File: src/rtl/cpu_pkg.sv
// Shared CPU definitions: fetch FSM states, NOP word, default reset PC, decode field positions.
// The HOLD state exists only when FETCH_HOLD_BUF_EN is defined.
package cpu_pkg;

    typedef enum logic [1:0] {
        F_REQ  = 2'd0,
        F_WAIT = 2'd1
`ifdef FETCH_HOLD_BUF_EN
        , F_HOLD = 2'd2
`endif
    } fetch_state_e;

    localparam logic [31:0] NOP              = 32'h0000_0000;
    localparam logic [31:0] DEFAULT_RESET_PC = 32'h0000_0000;

    localparam int OPCODE_MSB = 31;
    localparam int OPCODE_LSB = 26;
    localparam int FUNCT_MSB  = 5;
    localparam int FUNCT_LSB  = 0;

    function automatic logic [31:0] align_pc(input logic [31:0] a);
        return a & ~32'h0000_0003;
    endfunction

endpackage

File: src/rtl/fetch_stage_if.sv
// Instruction-memory request/response bundle between the fetch stage (master) and memory (slave).
interface fetch_stage_if;
    logic        o_imem_req;
    logic [31:0] o_imem_addr;
    logic        i_imem_gnt;
    logic        i_imem_rvalid;
    logic [31:0] i_imem_rdata;

    modport master (
        output o_imem_req, o_imem_addr,
        input  i_imem_gnt, i_imem_rvalid, i_imem_rdata
    );

    modport slave (
        input  o_imem_req, o_imem_addr,
        output i_imem_gnt, i_imem_rvalid, i_imem_rdata
    );
endinterface

File: src/rtl/fetch_hold_buf.sv
// One-entry instruction/PC buffer that parks a fetch response while IF/ID is stalled.
module fetch_hold_buf
    import cpu_pkg::*;
(
    input  logic        i_clk,
    input  logic        i_rst,
    input  logic        i_wr,
    input  logic        i_clr,
    input  logic [31:0] i_instr,
    input  logic [31:0] i_pc,
    output logic [31:0] o_instr,
    output logic [31:0] o_pc
);
    logic [31:0] instr_q;
    logic [31:0] pc_q;

    always_ff @(posedge i_clk) begin
        if (i_rst || i_clr) begin
            instr_q <= NOP;
            pc_q    <= 32'h0;
        end else if (i_wr) begin
            instr_q <= i_instr;
            pc_q    <= i_pc;
        end
    end

    assign o_instr = instr_q;
    assign o_pc    = pc_q;
endmodule

File: src/rtl/fetch_stage.sv
// Instruction fetch stage: REQ/WAIT(/HOLD) FSM driving the imem bus and the IF/ID register.
// Define FETCH_HOLD_BUF_EN to park responses that arrive while IF/ID is stalled.
module fetch_stage
    import cpu_pkg::*;
#(
    parameter logic [31:0] RESET_PC = DEFAULT_RESET_PC
) (
    input  logic                 i_clk,
    input  logic                 i_rst,
    fetch_stage_if.master        imem,
    input  logic                 i_stall,
    input  logic                 i_redirect,
    input  logic [31:0]          i_redirect_pc,
    output logic                 o_valid,
    output logic [31:0]          o_instr,
    output logic [31:0]          o_pc,
    output logic [31:0]          o_pc_plus4,
    output logic [5:0]           o_opcode,
    output logic [5:0]           o_funct
);
    fetch_state_e state_q;
    logic [31:0]  pc_q;
    logic         discard_q;
    logic         valid_q;
    logic [31:0]  instr_q;
    logic [31:0]  if_pc_q;
    logic [31:0]  if_pc4_q;

    logic         ifid_free;
    logic         req;
    logic         acc;
    logic [31:0]  redir_pc;
    logic         ld_en;
    logic [31:0]  ld_instr;
    logic [31:0]  ld_pc;

    assign ifid_free = !valid_q || !i_stall;
    assign redir_pc  = align_pc(i_redirect_pc);

`ifdef FETCH_HOLD_BUF_EN
    logic        hb_wr;
    logic        hb_clr;
    logic [31:0] hb_instr;
    logic [31:0] hb_pc;

    assign req    = (state_q == F_REQ) && !i_rst;
    assign hb_wr  = (state_q == F_WAIT) && imem.i_imem_rvalid && !i_redirect
                    && !discard_q && !ifid_free;
    assign hb_clr = (state_q == F_HOLD) && (i_redirect || !i_stall);

    fetch_hold_buf u_hold_buf (
        .i_clk   (i_clk),
        .i_rst   (i_rst),
        .i_wr    (hb_wr),
        .i_clr   (hb_clr),
        .i_instr (imem.i_imem_rdata),
        .i_pc    (pc_q),
        .o_instr (hb_instr),
        .o_pc    (hb_pc)
    );
`else
    // No place to park a response, so do not ask for one the stalled IF/ID cannot take.
    assign req = (state_q == F_REQ) && !i_rst && ifid_free;
`endif

    assign acc = req && imem.i_imem_gnt;

    always_comb begin
        ld_en    = 1'b0;
        ld_instr = imem.i_imem_rdata;
        ld_pc    = pc_q;
        case (state_q)
            F_WAIT: ld_en = imem.i_imem_rvalid && !i_redirect && !discard_q && ifid_free;
`ifdef FETCH_HOLD_BUF_EN
            F_HOLD: begin
                ld_en    = !i_redirect && !i_stall;
                ld_instr = hb_instr;
                ld_pc    = hb_pc;
            end
`endif
            default: ld_en = 1'b0;
        endcase
    end

    always_ff @(posedge i_clk) begin
        if (i_rst) begin
            state_q   <= F_REQ;
            pc_q      <= RESET_PC;
            discard_q <= 1'b0;
            valid_q   <= 1'b0;
            instr_q   <= NOP;
            if_pc_q   <= 32'h0;
            if_pc4_q  <= 32'h0;
        end else begin
            // IF/ID register: redirect beats stall, stall freezes, otherwise drain.
            if (i_redirect) begin
                valid_q <= 1'b0;
            end else if (ld_en) begin
                valid_q  <= 1'b1;
                instr_q  <= ld_instr;
                if_pc_q  <= ld_pc;
                if_pc4_q <= ld_pc + 32'd4;
            end else if (!i_stall) begin
                valid_q <= 1'b0;
            end

            case (state_q)
                F_REQ: begin
                    if (i_redirect) pc_q <= redir_pc;
                    if (acc) begin
                        state_q   <= F_WAIT;
                        discard_q <= i_redirect;
                    end
                end
                F_WAIT: begin
                    if (i_redirect) begin
                        pc_q <= redir_pc;
                        if (imem.i_imem_rvalid) begin
                            discard_q <= 1'b0;
                            state_q   <= F_REQ;
                        end else begin
                            discard_q <= 1'b1;
                        end
                    end else if (imem.i_imem_rvalid) begin
                        discard_q <= 1'b0;
                        state_q   <= F_REQ;
                        if (ld_en) pc_q <= pc_q + 32'd4;
`ifdef FETCH_HOLD_BUF_EN
                        if (!discard_q && !ifid_free) state_q <= F_HOLD;
`endif
                    end
                end
`ifdef FETCH_HOLD_BUF_EN
                F_HOLD: begin
                    if (i_redirect) begin
                        pc_q    <= redir_pc;
                        state_q <= F_REQ;
                    end else if (!i_stall) begin
                        pc_q    <= pc_q + 32'd4;
                        state_q <= F_REQ;
                    end
                end
`endif
                default: state_q <= F_REQ;
            endcase
        end
    end

    assign imem.o_imem_req  = req;
    assign imem.o_imem_addr = pc_q;
    assign o_valid          = valid_q;
    assign o_instr          = instr_q;
    assign o_pc             = if_pc_q;
    assign o_pc_plus4       = if_pc4_q;
    assign o_opcode         = instr_q[OPCODE_MSB:OPCODE_LSB];
    assign o_funct          = instr_q[FUNCT_MSB:FUNCT_LSB];
endmodule
File: src/flat_wrapper.sv
// flat-port wrapper written by rule: the top's interface ports become plain ports
module fetch_stage_flat import cpu_pkg::*;
#(
    parameter logic [31:0] RESET_PC = DEFAULT_RESET_PC
)
  (i_clk, i_rst, i_stall, i_redirect, i_redirect_pc, o_valid, o_instr, o_pc, o_pc_plus4, o_opcode, o_funct, imem_o_imem_req, imem_o_imem_addr, imem_i_imem_gnt, imem_i_imem_rvalid, imem_i_imem_rdata);
  fetch_stage_if imem_i ();
  input  logic i_clk;
  input  logic i_rst;
  input  logic i_stall;
  input  logic i_redirect;
  input  logic [31:0] i_redirect_pc;
  output logic o_valid;
  output logic [31:0] o_instr;
  output logic [31:0] o_pc;
  output logic [31:0] o_pc_plus4;
  output logic [5:0] o_opcode;
  output logic [5:0] o_funct;
  output wire logic [$bits(imem_i.o_imem_req)-1:0] imem_o_imem_req;
  output wire logic [$bits(imem_i.o_imem_addr)-1:0] imem_o_imem_addr;
  input wire logic [$bits(imem_i.i_imem_gnt)-1:0] imem_i_imem_gnt;
  input wire logic [$bits(imem_i.i_imem_rvalid)-1:0] imem_i_imem_rvalid;
  input wire logic [$bits(imem_i.i_imem_rdata)-1:0] imem_i_imem_rdata;
  assign imem_o_imem_req = imem_i.o_imem_req;
  assign imem_o_imem_addr = imem_i.o_imem_addr;
  assign imem_i.i_imem_gnt = imem_i_imem_gnt;
  assign imem_i.i_imem_rvalid = imem_i_imem_rvalid;
  assign imem_i.i_imem_rdata = imem_i_imem_rdata;
  fetch_stage #(.RESET_PC(RESET_PC)) u_core (.i_clk(i_clk), .i_rst(i_rst), .imem(imem_i), .i_stall(i_stall), .i_redirect(i_redirect), .i_redirect_pc(i_redirect_pc), .o_valid(o_valid), .o_instr(o_instr), .o_pc(o_pc), .o_pc_plus4(o_pc_plus4), .o_opcode(o_opcode), .o_funct(o_funct));
endmodule
File: config.mk
export PLATFORM = sky130hd
export DESIGN_NAME = fetch_stage_flat
export DESIGN_NICKNAME = d
export VERILOG_FILES = /design/src/rtl/cpu_pkg.sv /design/src/rtl/fetch_stage_if.sv /design/src/rtl/fetch_hold_buf.sv /design/src/rtl/fetch_stage.sv /design/src/flat_wrapper.sv
export SDC_FILE = /design/constraint.sdc
export NUM_CORES = 1
export LEC_CHECK = 0
export BUFFER_PORTS_ARGS = -buffer_cell sky130_fd_sc_hd__buf_2
export CAP_MARGIN = 20
export CORE_UTILIZATION = 25
export CTS_CLUSTER_DIAMETER = 100
export CTS_CLUSTER_SIZE = 28
export DETAILED_ROUTE_END_ITERATION = 10
export SLEW_MARGIN = 20
export SYNTH_ARGS = -nofsm -noshare
export SYNTH_HDL_FRONTEND = slang
export SYNTH_SLANG_ARGS = --single-unit
File: constraint.sdc
create_clock -name i_clk -period 3 [get_ports i_clk]
set_clock_uncertainty 0.05 [all_clocks]
set_input_delay 0.45 -clock i_clk [delete_from_list [all_inputs] [get_ports i_clk]]
set_output_delay 0.45 -clock i_clk [all_outputs]
set_load 0.1 [all_outputs]
# Word level (Yosys, flattened, before mapping)
# Cells that the tools add are included.
# Widths: inputs -> output; s select.
# classes
shifts	0
addsub	1
reduce_logical	19
n_mul	0
n_div	0
mux	16
n_lt_le_gt_ge	0
eq_ne	7
n_bitwise	1
# op_table
operator	n
$mux 32	4
$pmux 32 s2	1
$add 32x3->32 const B	1
$mux 1	7
$logic_and 1x1->1	6
$logic_not 1->1	5
$mux 2	2
$ne 2x1->1 const B	2
$ne 2x2->1 const B	2
$pmux 2 s2	1
$reduce_and 2->1	2
$reduce_and 4->1	1
$ne 3x2->1 const B	1
$ne 3x3->1 const B	1
$reduce_and 3->1	1
$eq 2x1->1 const B	1
$logic_not 2->1	1
$pmux 1 s2	1
$reduce_bool 2->1	1
$reduce_or 2->1	1
$logic_or 1x1->1	1
$not 1->1	1
# word_totals
ram_bits	0
regBits	132
latch_bits	0
mem_count	0
rom_bits	0

# Depth between registers and ports, before layout
# Gate-level depths: netlist (run 1).
# depth
word_depth	9
mapped_depth	8
mapped_depth_nobuf	5

# Least setup slack after synthesis (run 1)
# OpenSTA, ideal clock, no wires.
# synth_timing
kind	register to register
start	register u_core.valid_q (netlist: u_core.o_valid)
end	register u_core.discard_q
path_stages_with_launch	5
setup_time_ns	0.095
n_path_buf	0
slack_ns	-0.919
t_arrival_ns	3.773
cell_sequence	dfxtp_1 a211oi_1 nand2_1 mux2i_1 a221oi_1
# synth_via
elab_chain_len	6
# synth_lines
item	line_no	source
start: declaration	fetch_stage.sv:24	logic valid_q;
start signal: assignment	fetch_stage.sv:90	valid_q <= 1'b0;
start signal: assignment	fetch_stage.sv:97	valid_q <= 1'b0;
start signal: assignment	fetch_stage.sv:99	valid_q <= 1'b1;
$logic_not 1->1	fetch_stage.sv:37	assign ifid_free = !valid_q || !i_stall;
$logic_or 1x1->1	fetch_stage.sv:37	
$logic_and 1x1->1	fetch_stage.sv:63	assign req = (state_q == F_REQ) && !i_rst && ifid_free;
named net imem_o_imem_req	flat_wrapper.sv:19	output wire logic [$bits(imem_i.o_imem_req)-1:0] imem_o_imem_req;
$logic_and 1x1->1	fetch_stage.sv:66	assign acc = req && imem.i_imem_gnt;
$ne 2x1->1 (no source line)	-	
$reduce_and 3->1 (no source line)	-	
end signal: assignment	fetch_stage.sv:112	discard_q <= i_redirect;
end: declaration	fetch_stage.sv:23	logic discard_q;
# The timed path passes the listed nets, and every way through them passes these cells.
# A chain may end at the register's enable or synchronous reset.

# Worst setup path after layout (run 1)
# layout_timing
start	register u_core.pc_q[6] (netlist: u_core.imem.o_imem_addr[6])
end	register u_core.if_pc4_q[29] (netlist: u_core.o_pc_plus4[29])
# layout_via
elab_chain_len	1
# layout_lines
item	line_no	source
start: declaration	fetch_stage.sv:22	logic [31:0] pc_q;
start signal: assignment	fetch_stage.sv:109	if (i_redirect) pc_q <= redir_pc;
start signal: assignment	fetch_stage.sv:117	pc_q <= redir_pc;
start signal: assignment	fetch_stage.sv:127	if (ld_en) pc_q <= pc_q + 32'd4;
$add 32x3->32	fetch_stage.sv:102	if_pc4_q <= ld_pc + 32'd4;
end signal: assignment	fetch_stage.sv:102	
end: declaration	fetch_stage.sv:27	logic [31:0] if_pc4_q;
# No other way between the ends.

==> impl_results.md, run 1 <==
* Result of the run: complete, no violations
* Slew of the pin with the lowest slew margin at 0.811 ns
* Initial core utilization at 25.7%
* Cell total after placement at 1209
* Violation count after the first detailed-route iteration at 491
* Crit share post-route at 80.3%
* Post-Layout Cell Count at 1241
* Pin count of the biggest net entering global routing at 96
* Most common cell after layout, fill and taps aside: sky130_fd_sc_hd__buf_2
* Peak fanout along the critical path at 12
* Synth Warn # at 0
* Crit. End Element: register
* Commonest non-fill, non-tap cells in the layout: sky130_fd_sc_hd__buf_2 (202), sky130_fd_sc_hd__nand2_1 (153), sky130_fd_sc_hd__dfxtp_1 (125), sky130_fd_sc_hd__a21oi_1 (74), sky130_fd_sc_hd__nor2_1 (36)
* Post-place instance area at 7140 um^2
* Final RePlAce weighted congestion at 0.822
* Per-instance average area after synthesis at 7.89 um^2
* Number of post-CTS setup repair buffers at 0
* Final setup TNS at 0 ns
* Overflow left after global routing at 0
* Antenna cells at 0
* NumNets Final at 986
* Number of global-route vias before repair at 5589
* Ports placed on the boundary at 212
* Global-route wire length before repair at 31.6 mm
* Layout cell share with drive strength beyond 1 at 29.6%
* Post-layout worst setup margin at 0.590 ns
* Worst Hold Class: input pin to register
* H-tree depth at 4
* Clock insertion delay at the later pin of the skew report at 0.42 ns
* Number of buffers created by CTS at 17
* Setup violators final at 0
* Total routed wire length on the met1 layer at 9.51 mm
* Minimum period implied by the final worst setup slack at 2.41 ns
* Ratio of routed vias to standard cells at 4.91
* Max layer used: met4
* Async S/R FF share, synth at 0%
* Clock-pin slew on the worst setup and hold paths at 0.06 ns
* Sequential area share after synthesis at 42.6%
* Post-synth top area cell: sky130_fd_sc_hd__dfxtp_1
* Placed wire-length estimate after detailed placement at 14.5 mm
* Final Hold Vio Count at 0
* Count of cell types in the netlist at 62
* Area of the placeable core at 22800 um^2
* DRT Pass-1 Iters at 5
* Total of max-cap violations at 0
* Final core utilization at 34.0%
* #FFs+latches synth at 125
* Max Transition Viols Final at 0
* Total length of routed met2 wires at 9.30 mm
* Remaining antenna violation count at 0
* Routed wire length per instance at 16.7 um
* Post-Place Worst Slack at 0.624 ns
* Maximum clock frequency at 0.415 GHz
* Number of buffers between clock root and the deepest sink at 2
* Largest cells by area after synthesis: sky130_fd_sc_hd__dfxtp_1 (43%), sky130_fd_sc_hd__nand2_1 (9.8%), sky130_fd_sc_hd__a21oi_1 (6.3%)
* Area of the mapped netlist at 5880 um^2
* Number of instances in the synthesized netlist at 745
* Clock tree root driver cell: sky130_fd_sc_hd__clkbuf_16
* Buffers added on ports at 203
* TritonCTS clock tree: yes
* Share of the synthesized area in the top cell type at 42.6%
* Cell Rows at 55
* Final design area excluding fillers at 7760 um^2
* RSZ-0062 raised after global routing: no
* Startpoint type of the worst setup path: register
* Combined global-route utilization of all metal layers at 17.1%
* Slowest cell delay on critical path at 0.69 ns
* Required time of the critical path at 3.28 ns
* Overall die height at 155 um
* Data arrival time of the worst path at 2.69 ns
* CTS Sinks at 125
* Setup Crit Path Kind: register to register
* CTS Hold Buffers Added at 0
* Power per cell area at 632 nW/um^2
* Total design power at 4.90 mW
* Main synth FF type: sky130_fd_sc_hd__dfxtp_1
* Buffering stage count on the worst path with inverters included at 0
* Die outline area at 24100 um^2
* IR Drop Worst-Case VDD at 0.361 mV
* Worst-path cell with the longest stage delay: sky130_fd_sc_hd__or4_1
* Layout Area Growth over Synthesis at 32.0%
* Final Hold Slack at 0.216 ns
* Category of cells accounting for the largest share of critical-path delay: simple AND/OR/NAND/NOR gates
* Cell mode on critical path: sky130_fd_sc_hd__or4_1
* Count of flip-flops with a built-in enable after synthesis at 0
* Antenna violations before repair at 0
* Number of gates resized after CTS at 0
* Routed vias at 6099
* Post-route DRC at 0
* Width of the die at 155 um
* Rel. slew slack at 45.4%
* Total wire length after detailed routing at 20.7 mm
* Cell chain of the critical path: nand3_1, or4_1, or4_1, a311oi_1
* Wire length on met3 at 1.60 mm
* Total leakage power at 3.10 nW
[synthesized netlist by cell type, drive strengths merged, types with 14 or more instances]
cell      n
nand2   153
nor3     17
clkbuf   57
nor2     36
a21oi    74
nor4     14
nand3    18
dfxtp   125
o21ai    22
buf      31
nand4    17
or4      14
a211oi   20
[metal layers]
metal / up-vias / track usage [%]
met5: - / 0
met4: 0 / 5.37
met3: 18 / 5.32
met2: 257 / 26.9
met1: 2841 / 22.1
li1: 2983 / -
[report_power, final]
part | leakage (nW) | total (mW) | switching [mW] | internal [mW]
Sequential | 1.02 | 1.81 | 0.0849 | 1.72
Combinational | 1.78 | 0.923 | 0.741 | 0.182
Clock | 0.293 | 2.17 | 0.813 | 1.36
Total | 3.10 | 4.90 | 1.64 | 3.26
[cell type report]
class	count	area, um^2
Tap cell	313	392
Multi-Input combinational cell	530	2960
Clock buffer	20	457
Inverter	7	26.3
Clock inverter	12	161
Fill cell	2482	15100
Timing Repair Buffer	234	1260
Sequential cell	125	2500
[worst reg2reg max path: cells and delay by family, from the launching register on]
kind               cells  cell delay [ns]
DFF                    1             0.55
and+or+nand+nor        3             1.45
AOI/OAI and AO/OA      1             0.29
[worst paths after layout]
kind | cells past startpoint | end | from | slack, ns
setup / recovery | 4 | u_core.o_pc_plus4[29] | u_core.imem.o_imem_addr[6] | 0.59
hold / removal | 3 | u_core.o_instr[31] | imem_i_imem_rdata[31] | 0.22
setup reg to reg | 4 | u_core.o_pc_plus4[29] | u_core.imem.o_imem_addr[6] | 0.59
hold reg to reg | 2 | u_core.o_instr[17] | u_core.o_instr[17] | 0.40
[logic make-up (layout without fill, tap and decap cells)]
family / count (synthesis) / count (layout) / synth area share [%]
flops: 125 / 125 / 42.6
other cells: 1 / 6 / 0.0638
simple gates: 319 / 319 / 26.3
mux: 2 / 2 / 0.341
xor+xnor: 16 / 16 / 2.38
buf+inv: 95 / 273 / 7.67
compound gates: 186 / 186 / 20.4
fa+ha+maj: 1 / 1 / 0.213
[state kept, by name, summed over array words and instances, names as in the netlist]
signal	cells
u_core.imem.o_imem_addr	30
u_core.o_pc	30
u_core.o_pc_plus4	30
u_core.o_instr	32
u_core.state_q	1
u_core.discard_q	1
u_core.o_valid	1
Note: power is estimated with default switching activity, not from simulation.
==> run 2, diff against run 1 <==
clock period = 2 ns   (was 3 ns; I/O delays follow)
==> impl_results.md, run 2 (synthesized netlist as in run 1, its figures left out) <==
* Result of the run: complete, no violations
* Cell Rows at 55 (unchanged)
* Layout cell share with drive strength beyond 1 at 35.9% (+6.2 points)
* Power per cell area at 891 nW/um^2 (+41%)
* Width of the die at 155 um (unchanged)
* Number of global-route vias before repair at 5826 (+4.2%)
* Final Hold Slack at 0.0662 ns (-0.150 ns)
* Routed vias at 6251 (+2.5%)
* Overall die height at 155 um (unchanged)
* Number of buffers between clock root and the deepest sink at 2 (unchanged)
* Placed wire-length estimate after detailed placement at 15.0 mm (+3.3%)
* Worst-path cell with the longest stage delay: sky130_fd_sc_hd__or4_4
* Overflow left after global routing at 0 (unchanged)
* Worst Hold Class: input pin to register
* Final setup TNS at 0 ns (unchanged)
* Filler Cells Inserted at 2463 (-0.77%)
* Global-route wire length before repair at 32.3 mm (+2.1%)
* Final RePlAce weighted congestion at 0.813 (-1.1%)
* Number of buffers created by CTS at 17 (unchanged)
* Combined global-route utilization of all metal layers at 17.4% (+0.29 points)
* H-tree depth at 4 (unchanged)
* Final Hold Vio Count at 0 (unchanged)
* Post-place instance area at 7520 um^2 (+5.3%)
* Multi-input gate area in the final layout at 3050 um^2 (+3.1%)
* Flip-flop and latch area at 2600 um^2 (+3.9%)
* Post-route DRC at 0 (unchanged)
* Remaining antenna violation count at 0 (unchanged)
* Post-Layout Cell Count at 1272 (+2.5%)
* Routed wire length per instance at 16.5 um (-0.96%)
* Slowest cell delay on critical path at 0.64 ns (-0.05 ns)
* RSZ-0062 raised after global routing: yes
* Required time of the critical path at 2.28 ns (-1.00 ns)
* Ports placed on the boundary at 212 (unchanged)
* Most common cell after layout, fill and taps aside: sky130_fd_sc_hd__buf_2
* Total leakage power at 3.31 nW (+6.8%)
* Rel. slew slack at 58.6% (+13 points)
* Cell mode on critical path: sky130_fd_sc_hd__or4_4
* Final design area excluding fillers at 8240 um^2 (+6.2%)
* Violation count after the first detailed-route iteration at 491 (unchanged)
* Crit. End Element: register
* NumNets Final at 1019 (+3.3%)
* Cell total after placement at 1232 (+1.9%)
* Total design power at 7.34 mW (+50%)
* Peak fanout along the critical path at 8 (-4)
* Initial core utilization at 25.7% (unchanged)
* Clock tree root driver cell: sky130_fd_sc_hd__clkbuf_16
* Antenna cells at 0 (unchanged)
* Pin count of the biggest net entering global routing at 69 (-28%)
* Ratio of routed vias to standard cells at 4.91 (about the same)
* Maximum clock frequency at 0.502 GHz (+21%)
* Setup Crit Path Kind: register to register
* Setup violators final at 0 (unchanged)
* Crit share post-route at 99.6% (+19 points)
* Clock insertion delay at the later pin of the skew report at 0.42 ns (about the same)
* Cell chain of the critical path: nand4_4, or4_4, or4_4, a311oi_2
* DRT Pass-1 Iters at 5 (unchanged)
* Post-layout worst setup margin at 0.00748 ns (-0.583 ns)
* Post-Place Worst Slack at 0.0107 ns (-0.614 ns)
* Area of the placeable core at 22800 um^2 (unchanged)
* Die outline area at 24100 um^2 (unchanged)
* Total wire length after detailed routing at 21.0 mm (+1.5%)
* Total of max-cap violations at 0 (unchanged)
* Clock-pin slew on the worst setup and hold paths at 0.06 ns (about the same)
* Minimum period implied by the final worst setup slack at 1.99 ns (-0.417 ns)
* Flip-flop count of the largest register after layout at 32 (unchanged)
* IR Drop Worst-Case VDD at 0.592 mV (+64%)
* Data arrival time of the worst path at 2.27 ns (-0.42 ns)
* Antenna violations before repair at 0 (unchanged)
* Layout Area Growth over Synthesis at 40.2%
* Slew of the pin with the lowest slew margin at 0.620 ns (-0.191 ns)
* TritonCTS clock tree: yes
* Startpoint type of the worst setup path: register
* Final core utilization at 36.1% (+2.1 points)
* Commonest non-fill, non-tap cells in the layout: sky130_fd_sc_hd__buf_2 (202), sky130_fd_sc_hd__nand2_1 (153), sky130_fd_sc_hd__dfxtp_1 (96), sky130_fd_sc_hd__a21oi_1 (74), sky130_fd_sc_hd__buf_4 (60)
* CTS Sinks at 125 (unchanged)
* Max Transition Viols Final at 0 (unchanged)
* Buffers added on ports at 203 (unchanged)
==> run 2: cell count changes in the layout (fill, tap and decap cells not counted), moves of 4 or more <==
cell                      previous run  this run
sky130_fd_sc_hd__buf_12              1         5
sky130_fd_sc_hd__buf_4              31        60
sky130_fd_sc_hd__dfxtp_1           125        96
sky130_fd_sc_hd__dfxtp_2             0         4
sky130_fd_sc_hd__dfxtp_4             0        25
==> run 2: path summary, 6_finish.rpt <==
check | startpoint | end | slack (ns) | cells after the start
setup / recovery | u_core.imem.o_imem_addr[8] | u_core.o_pc_plus4[29] | 0.007 | 4
hold / removal | imem_i_imem_rdata[15] | u_core.o_instr[15] | 0.07 | 3
setup reg to reg | u_core.imem.o_imem_addr[8] | u_core.o_pc_plus4[29] | 0.007 | 4
hold reg to reg | u_core.o_pc[13] | u_core.o_pc[13] | 0.40 | 2
==> run 2: area by class of cell <==
cell class / count / area share, %
clock inverters: 3 / 0.501
clock buffers: 27 / 6.88
flip-flops and latches: 125 / 31.6
multi-input cells: 530 / 37.0
inverters: 7 / 0.319
well taps: 313 / 4.75
repair buffers: 267 / 19.0
==> run 2: timing repair <==
item | 4_1_cts | 5_1_grt
hold endpoints to repair | 0 | 0
endpoints found under the setup margin | 4 | 14
pin swaps | 1 | 6
resized for setup | 2 | 7
buffers inserted | 0 | 10
hold buffers | 0 | 0
gates cloned | 0 | 0
==> run 2: power breakdown <==
part | internal (mW) | switching, mW
combinational | 0.324 | 1.15
sequential | 2.58 | 0.115
clock | 2.05 | 1.12
total | 4.96 | 2.38
==> run 2: routing by layer <==
metal	vias up	routed length, um	global-route usage (%)
li1	3052	-	-
met1	2915	9440	22.0
met2	251	9640	27.8
met3	33	1430	4.76
met4	0	480	7.05
met5	-	0	0
==> run 2: critical path: cells and delay by family, from the launching register on <==
| family | cells | cell delay [ns] |
|---|---|---|
| simple gates | 3 | 1.25 |
| flops | 1 | 0.35 |
| compound gates | 1 | 0.25 |
